File: src/rtl/dwa_pkg.sv
// ============================================================================
// Module      : dwa_pkg
// Description : Shared types for the DWA rotation controller (modes, FSM states).
// Revision    : 1.0 - initial release
// ============================================================================
`default_nettype none

package dwa_pkg;

    localparam int C_DEFAULT_BIT_SHIFT = 3;

    typedef enum logic [1:0] {
        MODE_DWA    = 2'd0,
        MODE_FREEZE = 2'd1,
        MODE_SWEEP  = 2'd2,
        MODE_RSVD   = 2'd3
    } mode_e;

    typedef enum logic [1:0] {
        ST_IDLE  = 2'd0,
        ST_RUN   = 2'd1,
        ST_FLUSH = 2'd2
    } state_e;

endpackage

`default_nettype wire

File: src/rtl/barrelshift_single.sv
// ============================================================================
// Module      : barrelshift_single
// Description : Combinational log-stage rotate-left of a 2**bit_shift word.
// Revision    : 1.0 - initial release
// ============================================================================
`default_nettype none

module barrelshift_single #(
    parameter int bit_shift = 3
) (
    input  logic [2**bit_shift-1:0] i_data,
    input  logic [bit_shift-1:0]    i_shamt,
    output logic [2**bit_shift-1:0] o_data
);

    localparam int c_width = 2**bit_shift;

    logic [c_width-1:0] w_stage [0:bit_shift];

    assign w_stage[0] = i_data;

    // Stage k rotates by 2**k, which is always strictly less than the word width.
    generate
        for (genvar k = 0; k < bit_shift; k++) begin : g_stage
            localparam int c_amt = 2**k;
            assign w_stage[k+1] = i_shamt[k]
                ? {w_stage[k][c_width-1-c_amt:0], w_stage[k][c_width-1:c_width-c_amt]}
                : w_stage[k];
        end
    endgenerate

    assign o_data = w_stage[bit_shift];

endmodule

`default_nettype wire

File: src/rtl/dwa_rotate_ctrl.sv
// ============================================================================
// Module      : dwa_rotate_ctrl
// Description : DWA rotation controller: thermometer-encodes each accepted code,
//               rotates it by a running pointer and advances the pointer by mode.
// Revision    : 1.0 - initial release
// ============================================================================
`default_nettype none

module dwa_rotate_ctrl
    import dwa_pkg::*;
#(
    parameter int BIT_SHIFT = C_DEFAULT_BIT_SHIFT,
    parameter int N_WORD    = 2**BIT_SHIFT
) (
    input  logic                 clk,
    input  logic                 rst,
    input  logic                 en,
    input  logic [1:0]           mode,
    input  logic                 ptr_load,
    input  logic [BIT_SHIFT-1:0] ptr_init,
    input  logic                 in_valid,
    output logic                 in_ready,
    input  logic [BIT_SHIFT:0]   code,
    output logic                 out_valid,
    input  logic                 out_ready,
    output logic [N_WORD-1:0]    sel,
    output logic [BIT_SHIFT-1:0] ptr,
    output logic                 wrap,
    output logic                 code_ovf
);

    localparam logic [BIT_SHIFT:0]   c_n_word  = (BIT_SHIFT+1)'(N_WORD);
    localparam logic [N_WORD-1:0]    c_one     = N_WORD'(1);
    localparam logic [BIT_SHIFT-1:0] c_ptr_max = {BIT_SHIFT{1'b1}};
    localparam logic [BIT_SHIFT-1:0] c_ptr_one = BIT_SHIFT'(1);

    state_e               r_state;
    logic                 r_out_valid;
    logic                 r_wrap;
    logic                 r_code_ovf;
    logic [N_WORD-1:0]    r_sel;
    logic [BIT_SHIFT-1:0] r_ptr;

    mode_e                w_mode;
    logic                 w_accept;
    logic                 w_code_big;
    logic [BIT_SHIFT:0]   w_cc;
    logic [BIT_SHIFT:0]   w_sum;
    logic [N_WORD-1:0]    w_one_sh;
    logic [N_WORD-1:0]    w_therm;
    logic [N_WORD-1:0]    w_rot;
    logic [BIT_SHIFT-1:0] w_ptr_next;
    logic                 w_wrap_next;

    assign w_mode     = mode_e'(mode);
    assign in_ready   = (r_state == ST_RUN) && (!r_out_valid || out_ready);
    assign w_accept   = in_valid && in_ready;
    assign w_code_big = (code > c_n_word);
    assign w_cc       = w_code_big ? c_n_word : code;

    // Shifting a one past the MSB yields zero, so cc=N_WORD wraps to all ones.
    assign w_one_sh = c_one << w_cc;
    assign w_therm  = w_one_sh - c_one;

    barrelshift_single #(
        .bit_shift (BIT_SHIFT)
    ) u_rot (
        .i_data  (w_therm),
        .i_shamt (r_ptr),
        .o_data  (w_rot)
    );

    always_comb begin
        w_ptr_next  = r_ptr;
        w_wrap_next = 1'b0;
        w_sum       = {1'b0, r_ptr} + w_cc;
        case (w_mode)
            MODE_DWA: begin
                w_ptr_next  = w_sum[BIT_SHIFT-1:0];
                w_wrap_next = w_sum[BIT_SHIFT];
            end
            MODE_SWEEP: begin
                w_ptr_next  = r_ptr + c_ptr_one;
                w_wrap_next = (r_ptr == c_ptr_max);
            end
            default: begin
                w_ptr_next  = r_ptr;
                w_wrap_next = 1'b0;
            end
        endcase
    end

    always_ff @(posedge clk) begin
        if (rst) begin
            r_state     <= ST_IDLE;
            r_out_valid <= 1'b0;
            r_sel       <= '0;
            r_wrap      <= 1'b0;
            r_ptr       <= '0;
            r_code_ovf  <= 1'b0;
        end else begin
            case (r_state)
                ST_IDLE: begin
                    if (en) r_state <= ST_RUN;
                end
                ST_RUN: begin
                    if (!en) r_state <= r_out_valid ? ST_FLUSH : ST_IDLE;
                end
                ST_FLUSH: begin
                    if (r_out_valid && out_ready) r_state <= en ? ST_RUN : ST_IDLE;
                end
                default: r_state <= ST_IDLE;
            endcase

            if (w_accept) begin
                r_out_valid <= 1'b1;
                r_sel       <= w_rot;
                r_wrap      <= w_wrap_next;
            end else if (out_ready) begin
                r_out_valid <= 1'b0;
            end

            // A load wins over the accept update; the accepted sample already used the old pointer.
            if (ptr_load) begin
                r_ptr <= ptr_init;
            end else if (w_accept) begin
                r_ptr <= w_ptr_next;
            end

            if (w_accept && w_code_big) r_code_ovf <= 1'b1;
        end
    end

    assign out_valid = r_out_valid;
    assign sel       = r_sel;
    assign wrap      = r_wrap;
    assign ptr       = r_ptr;
    assign code_ovf  = r_code_ovf;

endmodule

`default_nettype wire

File: config.mk
export PLATFORM = sky130hd
export DESIGN_NAME = dwa_rotate_ctrl
export DESIGN_NICKNAME = d
export VERILOG_FILES = /design/src/rtl/dwa_pkg.sv /design/src/rtl/barrelshift_single.sv /design/src/rtl/dwa_rotate_ctrl.sv
export SDC_FILE = /design/constraint.sdc
export NUM_CORES = 1
export LEC_CHECK = 0
export BUFFER_PORTS_ARGS = -buffer_cell sky130_fd_sc_hd__buf_2
export CAP_MARGIN = 20
export CORE_UTILIZATION = 49
export DETAILED_ROUTE_END_ITERATION = 8
export GPL_ROUTABILITY_DRIVEN = 1
export PLACE_DENSITY = 0.73
export SLEW_MARGIN = 20
export SYNTH_ARGS = -nofsm -noshare
export SYNTH_HDL_FRONTEND = slang
export SYNTH_SLANG_ARGS = --single-unit
File: constraint.sdc
create_clock -name clk -period 4 [get_ports clk]
set_clock_uncertainty 0.2 [all_clocks]
set_input_delay 0.6 -clock clk [delete_from_list [all_inputs] [get_ports clk]]
set_output_delay 0.6 -clock clk [all_outputs]
set_load 0.005 [all_outputs]
Word level (Yosys, flattened, before mapping)
Cells that the tools add are included.
- word-level logic and storage cells: 47
- register bits after elaboration: 16
- output and inout bits: 15
- bits of input ports: 15
- shift-type cells: 1
- reduce and logical (&&, ||, !) cells: 13
- $add $sub $neg: 3
- muxes and demuxes: 16
- $lt $le $gt $ge: 1
- eq/ne operators: 7
- operators with widths (kind ; count):
    $mux 8 ; 3
    $mux 2 ; 4
    $shl 1x4->8 const A ; 1
    $sub 8x1->8 const B ; 1
    $mux 3 ; 2
    $ne 2x2->1 const B ; 3
    $pmux 2 s3 ; 1
    $pmux 3 s2 ; 1
    $add 3x4->4 ; 1
    $eq 2x2->1 const B ; 2
    $gt 4x4->1 const B ; 1
    $logic_and 1x1->1 ; 4
    $logic_not 2->1 ; 2
    $mux 4 ; 1
    $reduce_bool 2->1 ; 2
    $add 3x1->3 const B ; 1
    $eq 3x3->1 const B ; 1
    $mux 1 ; 3
    $reduce_and 3->1 ; 1
    $reduce_bool 3->1 ; 1
    $eq 2x1->1 const B ; 1
    $pmux 1 s2 ; 1
    $reduce_and 2->1 ; 1
    $logic_not 1->1 ; 1
    $logic_or 1x1->1 ; 1

Longest topological paths before layout
Gate-level depths: netlist of run 1.
- depth in word-level cells: 7
- depth in mapped cells: 10
- depth with buffers taken out: 8

Modules after synthesis
From an unflattened synthesis of run 1, not the netlist that was laid out.
- cell total of the unflattened synthesis: 130
- area total of the unflattened synthesis: 1272.5 µm²
- by module, submodules not included (module ; area each (µm²) ; times used ; cells each):
    dwa_rotate_ctrl ; 945.9 ; 1 ; 111
    barrelshift_single ; 326.6 ; 1 ; 19

Worst setup path before layout of run 1
OpenSTA, ideal clock, no wires.
- kind: input-to-reg
- start point: input code[3]
- end point: register r_ptr[1] (netlist: ptr[1])
- path buffers: 2
- arrival time: 2226 ps
- setup slack: 1447 ps
- setup time: 128 ps
- data required time: 3672 ps
- stages on the path: 9
- path through: buf_6 buf_2 nor2b_1 ha_1 fa_1 nor2b_1 a2111oi_0 o31a_1 nor2_1
- longest elaborated chain between the ends: 6
- RTL lines (what ; line ; RTL):
    from (decl) ; dwa_rotate_ctrl.sv:23 ; input logic [BIT_SHIFT:0] code,
    $gt 4x4->1 ; dwa_rotate_ctrl.sv:58 ; assign w_code_big = (code > c_n_word);
    $mux 4 ; dwa_rotate_ctrl.sv:59 ; assign w_cc = w_code_big ? c_n_word : code;
    $add 3x4->4 ; dwa_rotate_ctrl.sv:76 ; w_sum = {1'b0, r_ptr} + w_cc;
    $pmux 3 s2 ; dwa_rotate_ctrl.sv:77 ; case (w_mode)
    $mux 3 ; dwa_rotate_ctrl.sv:126 ; end else if (w_accept) begin
    $mux 3 ; dwa_rotate_ctrl.sv:124 ; if (ptr_load) begin
    to (signal assigned) ; dwa_rotate_ctrl.sv:125 ; r_ptr <= ptr_init;
    to (signal assigned) ; dwa_rotate_ctrl.sv:127 ; r_ptr <= w_ptr_next;
    to (decl) ; dwa_rotate_ctrl.sv:42 ; logic [BIT_SHIFT-1:0] r_ptr;
Every way passes these cells. The select of a mux whose other input is x is not followed.
A chain may end at the register's enable or synchronous reset.

Worst setup path in the final report of run 1
- start point: input code[3]
- end point: register r_sel[0] (netlist: sel[0])
- longest elaborated chain between the ends: 7
- RTL lines (what ; line ; RTL):
    $gt 4x4->1 ; dwa_rotate_ctrl.sv:58 ;
    $mux 4 * ; dwa_rotate_ctrl.sv:59 ;
    $shl 1x4->8 * ; dwa_rotate_ctrl.sv:62 ; assign w_one_sh = c_one << w_cc;
    $sub 8x1->8 * ; dwa_rotate_ctrl.sv:63 ; assign w_therm = w_one_sh - c_one;
    $mux 8 * (3 in series) ; barrelshift_single.sv:27 ; ? {w_stage[k][c_width-1-c_amt:0], w_stage[k][c_width-1:c_width-c_amt]}
    to (signal assigned) ; dwa_rotate_ctrl.sv:117 ; r_sel <= w_rot;
    to (decl) ; dwa_rotate_ctrl.sv:41 ; logic [N_WORD-1:0] r_sel;
Mark *: on every way between the ends. The rest lies on a longest branch, timed or not.

==> results of run 1 <==
## flip-flops by register name, indices dropped and copies added, names as in the netlist
signal     count
wrap           1
out_valid      1
code_ovf       1
ptr            3
r_state        2
sel            8
## cell families after synthesis
family / after synthesis
adder cells (fa/ha/maj): 7
buffers and inverters: 16
XOR/XNOR: 4
AND/OR/NAND/NOR: 75
flip-flops: 16
AO/OA/AOI/OAI: 51
## cell usage after synthesis, types with 4 or more instances
cell,instances
ha_1,6
nor2_1,21
a21oi_1,11
nand3_1,5
o21ai_0,8
and2_1,4
nand2_1,11
buf_2,8
nor4_1,4
nand2b_1,4
nor3_1,5
nor2b_1,9
a221oi_1,5
dfxtp_1,16
## layout make-up
class | instances | area (um^2) | share of cell area, %
inverters | 4 | 15.0 | 1.02
multi-input cells | 137 | 911 | 62.2
flip-flops and latches | 16 | 320 | 21.9
clock buffers | 4 | 36.3 | 2.48
well taps | 30 | 37.5 | 2.56
repair buffers | 29 | 145 | 9.91
## worst max-delay path by stage
| stage | start | to | depth (start not counted) |
|---|---|---|---|
| 6_report | code[3] | sel[0] | 9 |
| 3_3_place_gp | code[3] | sel[0] | 9 |
| 3_5_place_dp | code[3] | sel[0] | 9 |
| 5_1_grt | code[3] | sel[0] | 9 |
| 2_1_floorplan | code[3] | ptr[1] | 9 |
| 4_1_cts | code[3] | sel[0] | 9 |
## worst register-to-register path: cells and delay by family (launching register included)
kind,cells,cell delay (ns)
adders and majority gates,2,0.77
DFF,1,0.79
AOI/OAI and AO/OA,2,0.53
and+or+nand+nor,2,0.18
## power breakdown
group / total (mW) / switching [mW] / internal [mW]
logic: 0.101 / 0.0565 / 0.0446
clock network: 0.107 / 0.0513 / 0.0554
registers: 0.180 / 0.0131 / 0.167
total: 0.388 / 0.121 / 0.267
## per-layer routing
layer	track usage, %	part of all wire [%]	up-vias
met5	0	0	-
met4	5.70	0.92	0
met3	5.65	4.2	4
met2	43.2	49	36
met1	33.4	46	632
li1	-	-	666
## metrics by stage
step	hold WS (ns)	util, %
after floorplan	0.253	-
after global placement	0.247	57.2
after detailed placement	0.256	57.2
after CTS	0.271	58.6
after global routing	0.300	58.6
final	0.264	58.6
==> results.toml, run 1 <==
[placement]
io_buffers = 29
hpwl_um = 2350
dp.cells = 216
dp_slack_ns = 1.12
place.gp.congestion = 0.882
placed_cell_area_um2 = 1430

[synth]
async_reset_ff_share_pct = 0
ys.flop_type = "dfxtp_1"
synth_edf_count = 0
netlist_area_um2 = 1310
synth_fp_nets = 191
synthXorXnorAreaFrac_pct = 2.67
synthMuxAreaShare_pct = 0
synthAdderAreaFrac_pct = 7.24
ys_ff_latch = 16
synth_seq_area_share_pct = 24.4
yosysUniqueCellTypes = 46
yosys_warnings = 0
syn_avg_cell_area_um2 = 7.77
synth_compound_area_share_pct = 28.2
synthCells = 169
yosys-top-cells-area = "dfxtp_1 24%, nor2_1 6.0%, ha_1 5.7%, nor2b_1 4.3%, a21oi_1 4.2%"
synth_top_area_share_pct = 24.4
synth_simple_gate_area_share_pct = 31.3
yosysTopAreaCell = "dfxtp_1"
synth_top_family_by_area = "simple AND/OR/NAND/NOR gates"

[drt]
wire_per_inst_um = 14.3
drtIter0Drc = 32
vias = 1338
drc = 0
dr.pass1.iters = 5
routed_wl_um = 3160
via_per_inst = 6.08
antenna_left = 0

[die]
die_h_um = 53.8
start_util_pct = 52.5
dieWidth_um = 53.8
die-area_um2 = 2890
core_area_um2 = 2500
rows = 18
ios = 30

[worst_setup_path]
cp-start-kind = "primary input"
worstSetupPathType = "primary input to register"
timing.rr.start = "ptr[0]"
r2r_slack_ns = 1.44
cp.arrival_ns = 2.58
cp_max_fo = 19
r2r_cells = 6
crit_path_end_kind = "register"
reg2reg_to = "ptr[1]"
path_cells = "buf_2 > nor2_1 > nand3b_1 > ha_1 > and2_1 > o21ai_1 > nand4_1 > a221oi_1 > nor3_1"
critPathMaxStageDelay_ns = 0.36
path_delay_family = "simple AND/OR/NAND/NOR gates"
crit_slowest_cell = "a221oi_1"
required_ns = 3.98
crit_buf_inv = 1

[run]
cap_violations = 0

[clocking]
cts_tree = "built"
clk_path_buf_depth = 2
cts_hold_buf = 0
post_cts_buffers = 0
ctsResizeCount = 0
numCtsBuffers = 3
htreeDepth = 1
clk_root_buffer_cell = "clkbuf_4"
clk_latency_ns = 0.29
cts.sinks = 16
clkTransAtPathRegs_ns = 0.09

[pwr]
design_power_total_uw = 388
peakVddDrop_v = 0.000322
p_leak_nw = 0.617
powerDensity_nw_per_um2 = 265

[sta]
slew_headroom_pct = 46.1
finalSetupTns_ns = 0
rsz0062_at_grt = "no"
max_freq_mhz = 384
period_needed_ns = 2.60
finalCritPeriodShare_pct = 65.1
finalSetupViolations = 0
slew_violations = 0
setup_slack_ns = 1.40
hold_viol_final = 0
worstMarginPinSlew_ns = 0.807

[global_route]
grt_max_degree = 23
grt-ovfl-total = 0
grt_pass1_vias = 1215
antenna_found_initial = 0
grt_use_total_pct = 25.8
grt_pass1_wl_um = 5460

[finish]
final_cells = 220
n_antenna_cell = 0
mostFrequentLayoutCells = "29 x buf_2, 21 x nor2_1, 16 x dfxtp_1, 11 x nand2_1, 11 x a21oi_1"
fin_area_um2 = 1470
syn_to_final_growth_pct = 11.6
num-fill-cells = 236
nNetsFinal = 213
drive_gt1_share_pct = 20.5
final_common_cell = "buf_2"

[hold_path]
worstHoldEndpoint = "wrap"
hold_class = "register to register"
min_from = "wrap"
hold_path_depth = 2

[outcome]
outcome = "complete, no violations"
No activity file was read; power rests on OpenSTA's default activity.
==> run 2: changes to the inputs <==
- CORE_UTILIZATION: 49 -> 48
- PLACE_DENSITY: 0.73 -> 0.74
- clock period: 4 -> 2.15 ns (I/O delays scaled with it)
==> results.toml, run 2 (same netlist as run 1, synthesis figures left out) <==
[outcome]
outcome = "complete, no violations"

[drt]
drc = 0
wire_per_inst_um = 14.7
routed_wl_um = 3390
dr.pass1.iters = 4
antenna_left = 0
vias = 1398
via_per_inst = 6.05
drtIter0Drc = 46

[clocking]
cts_hold_buf = 0
clkTransAtPathRegs_ns = 0.10
numCtsBuffers = 3
clk_latency_ns = 0.29
post_cts_buffers = 0
htreeDepth = 1
ctsResizeCount = 0
cts.sinks = 16
cts_tree = "built"
clk_path_buf_depth = 2
clk_root_buffer_cell = "clkbuf_4"

[finish]
num-fill-cells = 239
largest_reg_flops = 8
post-route-util_pct = 62.1
final_cells = 231
final_common_cell = "buf_2"
syn_to_final_growth_pct = 19.4
fin_area_um2 = 1570
nNetsFinal = 224
n_antenna_cell = 0
drive_gt1_share_pct = 27.4
mostFrequentLayoutCells = "29 x buf_2, 20 x nor2_1, 16 x dfxtp_1"

[global_route]
antenna_found_initial = 0
grt-ovfl-total = 0
grt_pass1_wl_um = 5200
grt_max_degree = 21
grt_pass1_vias = 1204
grt_use_total_pct = 23.8

[worst_setup_path]
worstSetupPathType = "register to register"
cp.arrival_ns = 2.00
cp-start-kind = "register"
cp_max_fo = 20
crit_path_end_kind = "register"
required_ns = 2.12

[placement]
hpwl_um = 2480
io_buffers = 29
dp.cells = 227
place.gp.congestion = 0.930
placed_cell_area_um2 = 1520
dp_slack_ns = -0.173

[die]
ios = 30
start_util_pct = 52.0
core_area_um2 = 2520
dieWidth_um = 54.3
die_h_um = 54.3
rows = 18
die-area_um2 = 2950

[run]
cap_violations = 0

[sta]
max_freq_mhz = 493
timing.hold.ws_ns = 0.0668
setup_slack_ns = 0.122
finalSetupTns_ns = 0
finalCritPeriodShare_pct = 94.3
rsz0062_at_grt = "no"
slew_violations = 0
finalSetupViolations = 0
hold_viol_final = 0
worstMarginPinSlew_ns = 0.498
period_needed_ns = 2.03
slew_headroom_pct = 66.7

[pwr]
powerDensity_nw_per_um2 = 479
peakVddDrop_v = 0.000634
design_power_total_uw = 751
p_leak_nw = 0.668

[hold_path]
hold_class = "primary input to register"
## run 2: cell count changes in the layout (fill, tap and decap cells not counted)
cell / change
a2111oi_1: -1
a2111oi_2: +1
buf_4: +11
ha_1: -2
ha_2: +2
nor2_1: -1
nor2_2: +1
nor4_1: -1
nor4_2: +1
o21ai_0: -1
o21ai_1: +1
## run 2: power breakdown
| part | internal (mW) | switching (mW) |
|---|---|---|
| registers | 0.311 | 0.0123 |
| logic | 0.0968 | 0.127 |
| clock network | 0.103 | 0.101 |
## run 2: metal layers
metal  global-route usage (%)  vias to the layer above  part of all wire [%]  wire length [um]
li1                         -                      693                     -                 -
met1                     30.8                      659                    43              1470
met2                     40.7                       40                    52              1750
met3                     5.00                        6                   3.7               126
met4                     4.70                        0                   1.1                38
met5                        0                        -                     0                 0
## run 2: final timing paths
path	start	endpoint	slack [ns]	cells past startpoint
setup / recovery	ptr[1]	sel[5]	0.12	6
hold / removal	ptr_init[0]	ptr[0]	0.07	3
setup reg to reg	ptr[1]	sel[5]	0.12	6
hold reg to reg	wrap	wrap	0.27	2
## run 2: area by class of cell
| class | count | area, um^2 | share of cell area [%] |
|---|---|---|---|
| multi-input combinational | 137 | 930 | 59.3 |
| sequential | 16 | 320 | 20.4 |
| timing repair buffer | 40 | 228 | 14.5 |
| tap | 30 | 37.5 | 2.40 |
| clock buffer | 4 | 36.3 | 2.32 |
| inverter | 4 | 15.0 | 0.958 |
## run 2: critical path, cell delays in order (launching register included)
cell and delay (ns):
dfxtp_1 0.40, buf_4 0.27, inv_1 0.16, a211o_1 0.29, o2111a_1 0.18, nor4_1 0.31, a2111oi_1 0.10
